### config.mk
export PLATFORM = sky130hd
export DESIGN_NAME = serial_byte_rx
export DESIGN_NICKNAME = d
export VERILOG_FILES = /design/src/rtl/spipass_pkg.sv /design/src/rtl/sync_fifo.sv /design/src/rtl/serial_byte_rx.sv
export SDC_FILE = /design/constraint.sdc
export NUM_CORES = 1
export LEC_CHECK = 0
export ABC_CLOCK_PERIOD_IN_PS = 9600
export CORE_MARGIN = 10
export CORE_UTILIZATION = 45
export DETAILED_ROUTE_END_ITERATION = 8
export PLACE_DENSITY = 0.63
export SYNTH_ARGS = -nofsm -noshare
export SYNTH_HDL_FRONTEND = slang
export SYNTH_SLANG_ARGS = --single-unit
### constraint.sdc
create_clock -name clk -period 9.6 [get_ports clk]
set_input_delay 1.92 -clock clk [delete_from_list [all_inputs] [get_ports clk]]
set_output_delay 1.92 -clock clk [all_outputs]
set_load 0.01 [all_outputs]
### src/rtl/spipass_pkg.sv
// Shared constants and types for the serial byte receiver.
package spipass_pkg;

  localparam int BYTE_W = 8;
  localparam logic [15:0] TIMEOUT_DEFAULT = 16'd50000;

  typedef enum logic {
    ST_IDLE = 1'b0,
    ST_RECV = 1'b1
  } rx_state_e;

endpackage

### src/rtl/sync_fifo.sv
// Small byte FIFO with a registered head output; pointers carry an extra wrap bit.
module sync_fifo
  import spipass_pkg::*;
#(
  parameter int DEPTH = 4
) (
  input  logic              clk,
  input  logic              rst_n,
  input  logic              wr_en,
  input  logic [BYTE_W-1:0] wr_data,
  input  logic              rd_en,
  output logic [BYTE_W-1:0] rd_data,
  output logic              empty,
  output logic              dropped
);

  localparam int AW = $clog2(DEPTH);

  logic [BYTE_W-1:0] mem_q [DEPTH];
  logic [AW:0]       wr_ptr_q, wr_ptr_d;
  logic [AW:0]       rd_ptr_q, rd_ptr_d;
  logic [BYTE_W-1:0] rd_data_q, rd_data_d;
  logic              full;
  logic              pop;
  logic              push;

  assign empty   = (wr_ptr_q == rd_ptr_q);
  assign full    = (wr_ptr_q[AW] != rd_ptr_q[AW]) && (wr_ptr_q[AW-1:0] == rd_ptr_q[AW-1:0]);
  assign pop     = rd_en && !empty;
  // A pop in the same cycle frees the slot, so a write into a full FIFO still lands.
  assign push    = wr_en && (!full || pop);
  assign dropped = wr_en && full && !pop;
  assign rd_data = rd_data_q;

  always_comb begin
    wr_ptr_d  = wr_ptr_q + {{AW{1'b0}}, push};
    rd_ptr_d  = rd_ptr_q + {{AW{1'b0}}, pop};
    rd_data_d = rd_data_q;
    // Head register follows the new read pointer; bypass the write when it becomes the head.
    if (push && (rd_ptr_d == wr_ptr_q)) begin
      rd_data_d = wr_data;
    end else if (rd_ptr_d != wr_ptr_q) begin
      rd_data_d = mem_q[rd_ptr_d[AW-1:0]];
    end
  end

  always_ff @(posedge clk) begin
    if (push) begin
      mem_q[wr_ptr_q[AW-1:0]] <= wr_data;
    end
  end

  always_ff @(posedge clk or negedge rst_n) begin
    if (!rst_n) begin
      wr_ptr_q  <= '0;
      rd_ptr_q  <= '0;
      rd_data_q <= '0;
    end else begin
      wr_ptr_q  <= wr_ptr_d;
      rd_ptr_q  <= rd_ptr_d;
      rd_data_q <= rd_data_d;
    end
  end

endmodule

### src/rtl/serial_byte_rx.sv
// Oversampling receiver for the sclk/sdata/cs_n byte stream: deserializes MSB first,
// buffers bytes in a FIFO and counts breaks in the incrementing byte pattern.
module serial_byte_rx
  import spipass_pkg::*;
#(
  parameter int          SYNC_STAGES = 2,
  parameter logic [15:0] TIMEOUT     = TIMEOUT_DEFAULT,
  parameter int          FIFO_DEPTH  = 4
) (
  input  logic              clk,
  input  logic              rst_n,
  input  logic              sclk_in,
  input  logic              sdata_in,
  input  logic              cs_n_in,
  output logic [BYTE_W-1:0] byte_data,
  output logic              byte_valid,
  input  logic              byte_ready,
  output logic              overflow,
  input  logic              clr,
  output logic [7:0]        seq_err_cnt,
  output logic              aligned
);

  localparam logic [2:0] PIN_IDLE = 3'b100;

  logic [2:0]                   pins;
  logic [SYNC_STAGES-1:0][2:0]  sync_q, sync_d;
  logic                         sclk_s, sdata_s, cs_n_s;
  logic                         sclk_prev_q;
  logic                         rise_q, rise_d, fall_q, fall_d;

  rx_state_e         state_q, state_d;
  logic [2:0]        bit_cnt_q, bit_cnt_d;
  logic [BYTE_W-1:0] shreg_q, shreg_d;
  logic [15:0]       idle_cnt_q, idle_cnt_d;
  logic              first_q, first_d;
  logic [BYTE_W-1:0] last_byte_q, last_byte_d;
  logic [7:0]        seq_err_q, seq_err_d;
  logic              overflow_q, overflow_d;

  logic [BYTE_W-1:0] byte_w;
  logic              fifo_wr;
  logic              fifo_empty;
  logic              fifo_drop;
  logic              pop;

  assign pins = {cs_n_in, sdata_in, sclk_in};

  genvar gi;
  generate
    for (gi = 0; gi < SYNC_STAGES; gi++) begin : g_sync
      if (gi == 0) begin : g_first
        assign sync_d[gi] = pins;
      end else begin : g_chain
        assign sync_d[gi] = sync_q[gi-1];
      end
    end
  endgenerate

  assign sclk_s  = sync_q[SYNC_STAGES-1][0];
  assign sdata_s = sync_q[SYNC_STAGES-1][1];
  assign cs_n_s  = sync_q[SYNC_STAGES-1][2];
  assign rise_d  = sclk_s & ~sclk_prev_q;
  assign fall_d  = ~sclk_s & sclk_prev_q;
  assign byte_w  = {shreg_q[6:0], sdata_s};

  always_comb begin
    state_d     = state_q;
    bit_cnt_d   = bit_cnt_q;
    shreg_d     = shreg_q;
    first_d     = first_q;
    last_byte_d = last_byte_q;
    seq_err_d   = seq_err_q;
    fifo_wr     = 1'b0;

    if (rise_q || fall_q) begin
      idle_cnt_d = '0;
    end else if (idle_cnt_q != TIMEOUT) begin
      idle_cnt_d = idle_cnt_q + 16'd1;
    end else begin
      idle_cnt_d = idle_cnt_q;
    end

    case (state_q)
      ST_IDLE: begin
        if (!cs_n_s && rise_q) begin
          state_d   = ST_RECV;
          bit_cnt_d = '0;
          first_d   = 1'b1;
        end
      end
      ST_RECV: begin
        // Leaving the frame drops any partial byte: bit_cnt restarts on re-entry.
        if (cs_n_s || (idle_cnt_q == TIMEOUT)) begin
          state_d = ST_IDLE;
        end else if (fall_q) begin
          shreg_d   = byte_w;
          bit_cnt_d = bit_cnt_q + 3'd1;
          if (bit_cnt_q == 3'd7) begin
            fifo_wr     = 1'b1;
            first_d     = 1'b0;
            last_byte_d = byte_w;
            if (!first_q && (byte_w != last_byte_q + 8'd1) && (seq_err_q != 8'hFF)) begin
              seq_err_d = seq_err_q + 8'd1;
            end
          end
        end
      end
      default: state_d = ST_IDLE;
    endcase

    if (clr) begin
      seq_err_d = '0;
    end
    overflow_d = clr ? 1'b0 : (overflow_q | fifo_drop);
  end

  always_ff @(posedge clk or negedge rst_n) begin
    if (!rst_n) begin
      sync_q      <= {SYNC_STAGES{PIN_IDLE}};
      sclk_prev_q <= 1'b0;
      rise_q      <= 1'b0;
      fall_q      <= 1'b0;
      state_q     <= ST_IDLE;
      bit_cnt_q   <= '0;
      shreg_q     <= '0;
      idle_cnt_q  <= '0;
      first_q     <= 1'b1;
      last_byte_q <= '0;
      seq_err_q   <= '0;
      overflow_q  <= 1'b0;
    end else begin
      sync_q      <= sync_d;
      sclk_prev_q <= sclk_s;
      rise_q      <= rise_d;
      fall_q      <= fall_d;
      state_q     <= state_d;
      bit_cnt_q   <= bit_cnt_d;
      shreg_q     <= shreg_d;
      idle_cnt_q  <= idle_cnt_d;
      first_q     <= first_d;
      last_byte_q <= last_byte_d;
      seq_err_q   <= seq_err_d;
      overflow_q  <= overflow_d;
    end
  end

  assign pop = !fifo_empty && byte_ready;

  sync_fifo #(
    .DEPTH (FIFO_DEPTH)
  ) u_fifo (
    .clk     (clk),
    .rst_n   (rst_n),
    .wr_en   (fifo_wr),
    .wr_data (byte_w),
    .rd_en   (pop),
    .rd_data (byte_data),
    .empty   (fifo_empty),
    .dropped (fifo_drop)
  );

  assign byte_valid  = !fifo_empty;
  assign overflow    = overflow_q;
  assign seq_err_cnt = seq_err_q;
  assign aligned     = (state_q == ST_RECV);

endmodule

### After elaboration in Yosys (flattened, before gate mapping)

Memory sizes are Yosys's and may differ from the RTL's.
Index checks and enable logic that the tools add are counted.

* add/sub/neg operators: 6
* multiply operators: 0
* div/mod/pow operators: 0
* order comparisons: 0
* equal/unequal tests: 15
* shift-type cells: 0
* mux-type cells: 29
* bitwise logic cells: 7
* reduce and logical (&&, ||, !) cells: 29

Operators with widths (number)
* $mux 8: 8
* $mux 16: 2
* $add 16x1->16 const B: 1
* $add 8x1->8 const B: 2
* $eq 16x16->1 const B: 1
* $ne 16x16->1 const B: 1
* $mux 1: 13
* $reduce_bool 2->1: 6
* $logic_and 1x1->1: 10
* $mux 3: 3
* $ne 2x2->1 const B: 4
* $ne 8x8->1: 1
* $ne 8x8->1 const B: 1
* $reduce_and 4->1: 2
* $add 3x1->3: 2
* $eq 3x3->1: 2
* $pmux 3 s2: 1
* $reduce_and 3->1: 2
* $logic_not 1->1: 5
* $reduce_and 5->1: 1
* $not 1->1: 4
* $pmux 1 s2: 2
* $add 3x1->3 const B: 1
* $eq 3x3->1 const B: 1
* other kinds (7): 10

* register bits: 68
* latch bits: 0
* RAM bits: 32
* memory bits (read-only): 0
* input bits: 7
* output and inout bits: 19
* word-level logic and storage cells: 103
* memories: 1

Memories
* u_fifo.mem_q: depth 4, bits a word 8, read ports 1, clocked after memory_dff 0, wr ports 1, RTL line sync_fifo.sv:19 `logic [BYTE_W-1:0] mem_q [DEPTH];`

### Longest topological paths before layout

* word-level depth: 10
* gate-level depth with buffers: 11
* depth with buffers taken out: 10

### By module

A second synthesis with hierarchy kept.

* cell total of the unflattened synthesis: 387
* area, all modules: 4847.1 um^2

Modules (own cells, without submodules)
* serial_byte_rx: instances 1, cells each 242, area an instance 2601.2 um^2, sequential area each 1355.0 um^2
* sync_fifo: instances 1, cells each 145, area an instance 2245.9 um^2, sequential area each 1311.3 um^2

### Worst setup path after synthesis

Ideal clock, no wire load.

* path kind: input -> register
* from: in byte_ready
* to: reg u_fifo.rd_data_q[5], in the netlist u_fifo.rd_data[5]
* setup time: 0.136 ns
* arrival time: 3.468 ns
* data required time: 9.464 ns
* slack: 5.996 ns
* stages on the path: 6
* path buffers: 1
* path through: and2_1 > ha_1 > clkbuf_1 > mux4_2 > nand2_1 > o21ai_0

* cells in the longest elaborated chain, start to end: 6
* elaborated cells on any way between the ends: 12
* classes of those cells: add/sub: 1; eq/ne: 2; mux: 2; reduce/logical: 6; memory: 1

Ends and longest elaborated chain
* start, declared: RTL line serial_byte_rx.sv:17 `input logic byte_ready,`
* $logic_and 1x1->1 *: RTL line serial_byte_rx.sv:148 `assign pop = !fifo_empty && byte_ready;`
* $logic_and 1x1->1 *: RTL line sync_fifo.sv:29 `assign pop = rd_en && !empty;`
* $add 3x1->3 *: RTL line sync_fifo.sv:37 `rd_ptr_d = rd_ptr_q + {{AW{1'b0}}, pop};`
* named net u_fifo.rd_ptr_d[0]: RTL line sync_fifo.sv:21 `logic [AW:0] rd_ptr_q, rd_ptr_d;`
* $mem_v2 4x8 / $eq 3x3->1 (equally long branches)
* $mux 8 / $logic_and 1x1->1 (equally long branches): RTL line sync_fifo.sv:42, sync_fifo.sv:40
* $mux 8 / $reduce_bool 2->1 (equally long branches)
* end signal, assigned: RTL line sync_fifo.sv:61 `rd_data_q <= rd_data_d;`
* end, declared: RTL line sync_fifo.sv:22 `logic [BYTE_W-1:0] rd_data_q, rd_data_d;`

The timed path passes the listed nets; every way through them passes the cells marked *. The select of a mux whose other input is x is not followed.
A chain may end at the register's enable or synchronous reset.

### Final worst setup path

* from: in byte_ready
* to: mem u_fifo.mem_q[1][6] (enable)

* cells in the longest elaborated chain, start to end: 6

Ends and longest elaborated chain
* $logic_and 1x1->1: RTL line serial_byte_rx.sv:148
* $logic_and 1x1->1: RTL line sync_fifo.sv:29
* $logic_or 1x1->1: RTL line sync_fifo.sv:31 `assign push = wr_en && (!full || pop);`
* $logic_and 1x1->1: RTL line sync_fifo.sv:31
* $mux 1: RTL line sync_fifo.sv:48 `if (push) begin`
* $mux 1 (implied by the code): RTL line sync_fifo.sv:49 `mem_q[wr_ptr_q[AW-1:0]] <= wr_data;`
* end, declared: RTL line sync_fifo.sv:19

No other way between the ends.

==> run_results.csv <==
group,metric,value,unit
status,outcome,"finished, final reports clean",
logic_synthesis,synth_edf_count,32,
detailed_routing,drt_wl_total,7.944,mm
final_layout,n_antenna_cell,0,
setup_path,reg2reg_from,"idle_cnt_q[0]",
setup_path,crit_path_end_kind,"register",
min_path,holdPathEnd,"cs_n_s",
setup_path,r2r_cells,8,
floorplan,die_area,0.01446,mm^2
setup_path,path_common_cell,"nor2_1",
sta,relSlewSlack,30.53,%
power,p_leak,2.141,nW
power,ir_drop,0.0001109,V
global_routing,grt_max_degree,69,
power,power_frac_seq,48.0,%
detailed_routing,first_pass_iters,4,
power,power.internal,0.7597,mW
min_path,worstHoldPathCells,0,
sta,worstMarginPinSlew,1038,ps
floorplan,dieHeight,120.3,um
logic_synthesis,ys.flop_type,"dfrtp_1",
setup_path,critPathKind,"in2reg",
logic_synthesis,synthCells,343,
sta,layout_min_cycle_time,3923,ps
clocking,cts.path.max_buffers,2,
min_path,hold_class,"reg2reg",
detailed_routing,post_drt_wl_per_cell,15.67,um
setup_path,crit_path_start_kind,"input port",
final_layout,drive_above_1_share,15.78,%
logic_synthesis,yosysWarnings,0,
final_layout,final_core_util,52.46,%
placed_design,pre_cts_ws,5244,ps
logic_synthesis,synth-seq-cells,100,
final_layout,design_area,0.005127,mm^2
setup_path,path_depth,5,
sta,hold_viol_final,0,
power,powerDensity,205.1,mW/mm^2
placed_design,dp.final_hpwl,5.422,mm
placed_design,portBuffers,25,
sta,tns,0,ps
clocking,cts_tree,"yes",
sta,slew_violations,0,
clocking,post_cts_buffers,0,
clocking,clk_pin_slew,100,ps
sta,setup_viol,0,
clocking,htreeDepth,3,
logic_synthesis,ys_types,54,
clocking,clk_latency,360,ps
sta,skew,14.10,ps
logic_synthesis,async_reset_ff_share,68.00,%
floorplan,core_area,0.009774,mm^2
setup_path,slowest_delay,810,ps
setup_path,reg2reg_to,"u_fifo.mem_q[1][6]",
floorplan,rows,36,
global_routing,globalRoute.totalOverflow,0,
global_routing,grt_pass1_wl,13.89,mm
setup_path,critPathArrivalTime,3930,ps
clocking,cts_resized,0,
global_routing,grt_pass1_vias,2722,
sta,fmax,254.9,MHz
detailed_routing,drt-initial-drc-count,106,
global_routing,grt_util_all_layers,11.73,%
floorplan,initial_utilization,46.29,%
logic_synthesis,synth-seq-area-share,58.93,%
sta,rsz0062_at_grt,"no",
placed_design,place_inst,491,
power,swShare,27.76,%
clocking,hold_buffers,0,
floorplan,ios,26,
detailed_routing,drc,0,
final_layout,instances_no_fill,507,
clocking,clock-sinks,100,
clocking,cts_made_buffers,9,
clocking,root_buffer,"clkbuf_8",
final_layout,area_growth,13.33,%
detailed_routing,viasPerCell,5.288,
power,p_comb_share,22.8,%
logic_synthesis,syn_nets,360,
placed_design,placed_cell_area,0.004892,mm^2
final_layout,final_nets,386,
setup_path,crit_chain,"clkdlybuf4s50_1, nor3_1, nor2_1, nand2_1, nor2_1",
floorplan,die_width,120.3,um
setup_path,crit_family,"simple AND/OR/NAND/NOR gates",
setup_path,crit_buf_inv,1,
power,power_frac_clock,29.2,%
placed_design,finalWeightedCongestion,0.7617,
flow_run,cap_violations,0,
power,p_switching,0.2920,mW
logic_synthesis,syn-cell-area,0.004524,mm^2
detailed_routing,vias,2681,
global_routing,antenna_found_initial,0,
setup_path,required,9610,ps
setup_path,worstPathMaxFanout,11,
setup_path,r2r_slack,6160,ps
min_path,min_from,"sync_d[5]",
setup_path,cp_slowest_cell,"nor2_1",
sta,period_share,40.86,%
logic_synthesis,syn_avg_cell_area,13.19,um^2
detailed_routing,ant_nets,0,
sta,worst_slack,5677,ps
synth_stat cells (5+ instances only):
library cell / instances / area, um^2
dfrtp_1: 65 / 1627
edfxtp_1: 32 / 960.9
nor2_1: 29 / 108.9
nand2_1: 19 / 71.32
mux2_2: 18 / 202.7
xnor2_1: 15 / 131.4
xor2_1: 15 / 131.4
o21ai_0: 13 / 65.06
nand3_1: 12 / 60.06
ha_1: 10 / 125.1
mux2i_1: 10 / 100.1
mux4_2: 8 / 180.2
a21oi_1: 7 / 35.03
and2_1: 7 / 43.79
nor2b_1: 7 / 43.79
clkbuf_1: 6 / 22.52
nand2b_1: 6 / 37.54
and3_1: 5 / 31.28
inv_1: 5 / 18.77
per-stage QoR:
step / hold slack (ps) / total power [mW]
3_5_place_dp: 341.8 / 0.7598
4_1_cts: 365.3 / 1.068
5_1_grt: 370.7 / 1.117
6_report: 364.8 / 1.052
2_1_floorplan: 331.2 / 0.6748
3_3_place_gp: 339.5 / 0.7554
worst max-delay path by stage:
stage          startpoint                  to
2_1_floorplan  byte_ready   u_fifo.rd_data[5]
3_3_place_gp   byte_ready  u_fifo.mem_q[1][2]
3_5_place_dp   byte_ready  u_fifo.mem_q[1][5]
4_1_cts        byte_ready  u_fifo.mem_q[1][6]
5_1_grt        byte_ready  u_fifo.mem_q[1][6]
6_report       byte_ready  u_fifo.mem_q[1][6]
power groups by stage:
| stage | Sequential (mW) | Clock (mW) | Combinational [mW] |
|---|---|---|---|
| floorplan | 0.513 | 0 | 0.162 |
| global placement | 0.514 | 0 | 0.242 |
| detailed placement | 0.514 | 0 | 0.246 |
| CTS | 0.506 | 0.317 | 0.246 |
| global route | 0.510 | 0.335 | 0.271 |
| finish | 0.504 | 0.307 | 0.240 |
kinds of logic after synthesis:
group / count (synthesis) / synth area share [%]
compound gates: 34 / 4.812
simple gates: 113 / 14.63
fa+ha+maj: 10 / 2.765
flops: 100 / 58.93
mux: 38 / 11.17
xor+xnor: 30 / 5.808
buf+inv: 18 / 1.880
registers in the layout, summed over array words and instances (netlist names), 3 cells and up:
register / cells
sync_d: 3
u_fifo.rd_data: 8
u_fifo.wr_ptr_q: 3
seq_err_cnt: 8
shreg_q: 7
bit_cnt_q: 3
last_byte_q: 8
u_fifo.rd_ptr_q: 3
u_fifo.mem_q: 32
idle_cnt_q: 16
layout by cell type (no fill, tap or decap), types with 4 or more instances in the layout:
cell	synthesis	layout
nand2b_1	6	6
xnor2_1	15	15
nor2_1	29	29
and2_1	7	7
clkdlybuf4s50_1	0	24
nand4_1	4	4
a21oi_1	7	7
mux2_2	18	18
edfxtp_1	32	32
o21ai_0	13	13
nor2b_1	7	7
mux4_2	8	8
nand2_1	19	19
xor2_1	15	15
mux2i_1	10	10
and3_1	5	5
ha_1	10	10
nand3_1	12	12
inv_1	5	5
clkbuf_8	0	10
dfrtp_1	65	65
final cells by class:
class / instances / area [um^2]
Clock buffer: 10 / 137.6
Fill cell: 844 / 4647
Clock inverter: 6 / 97.59
Tap cell: 133 / 166.4
Sequential cell: 100 / 2666
Multi-Input combinational cell: 225 / 1773
Inverter: 5 / 18.77
Timing Repair Buffer: 28 / 267.8
metal layers:
layer	part of all wire [%]	wire length [um]	vias up	global-route usage (%)
met2	49	3919	42	19.64
met3	4.2	331	10	3.164
met4	1.1	90	0	3.620
met1	45	3604	1341	14.51
li1	-	-	1288	-
met5	0	0	-	0
(Power assumes the default switching activity.)
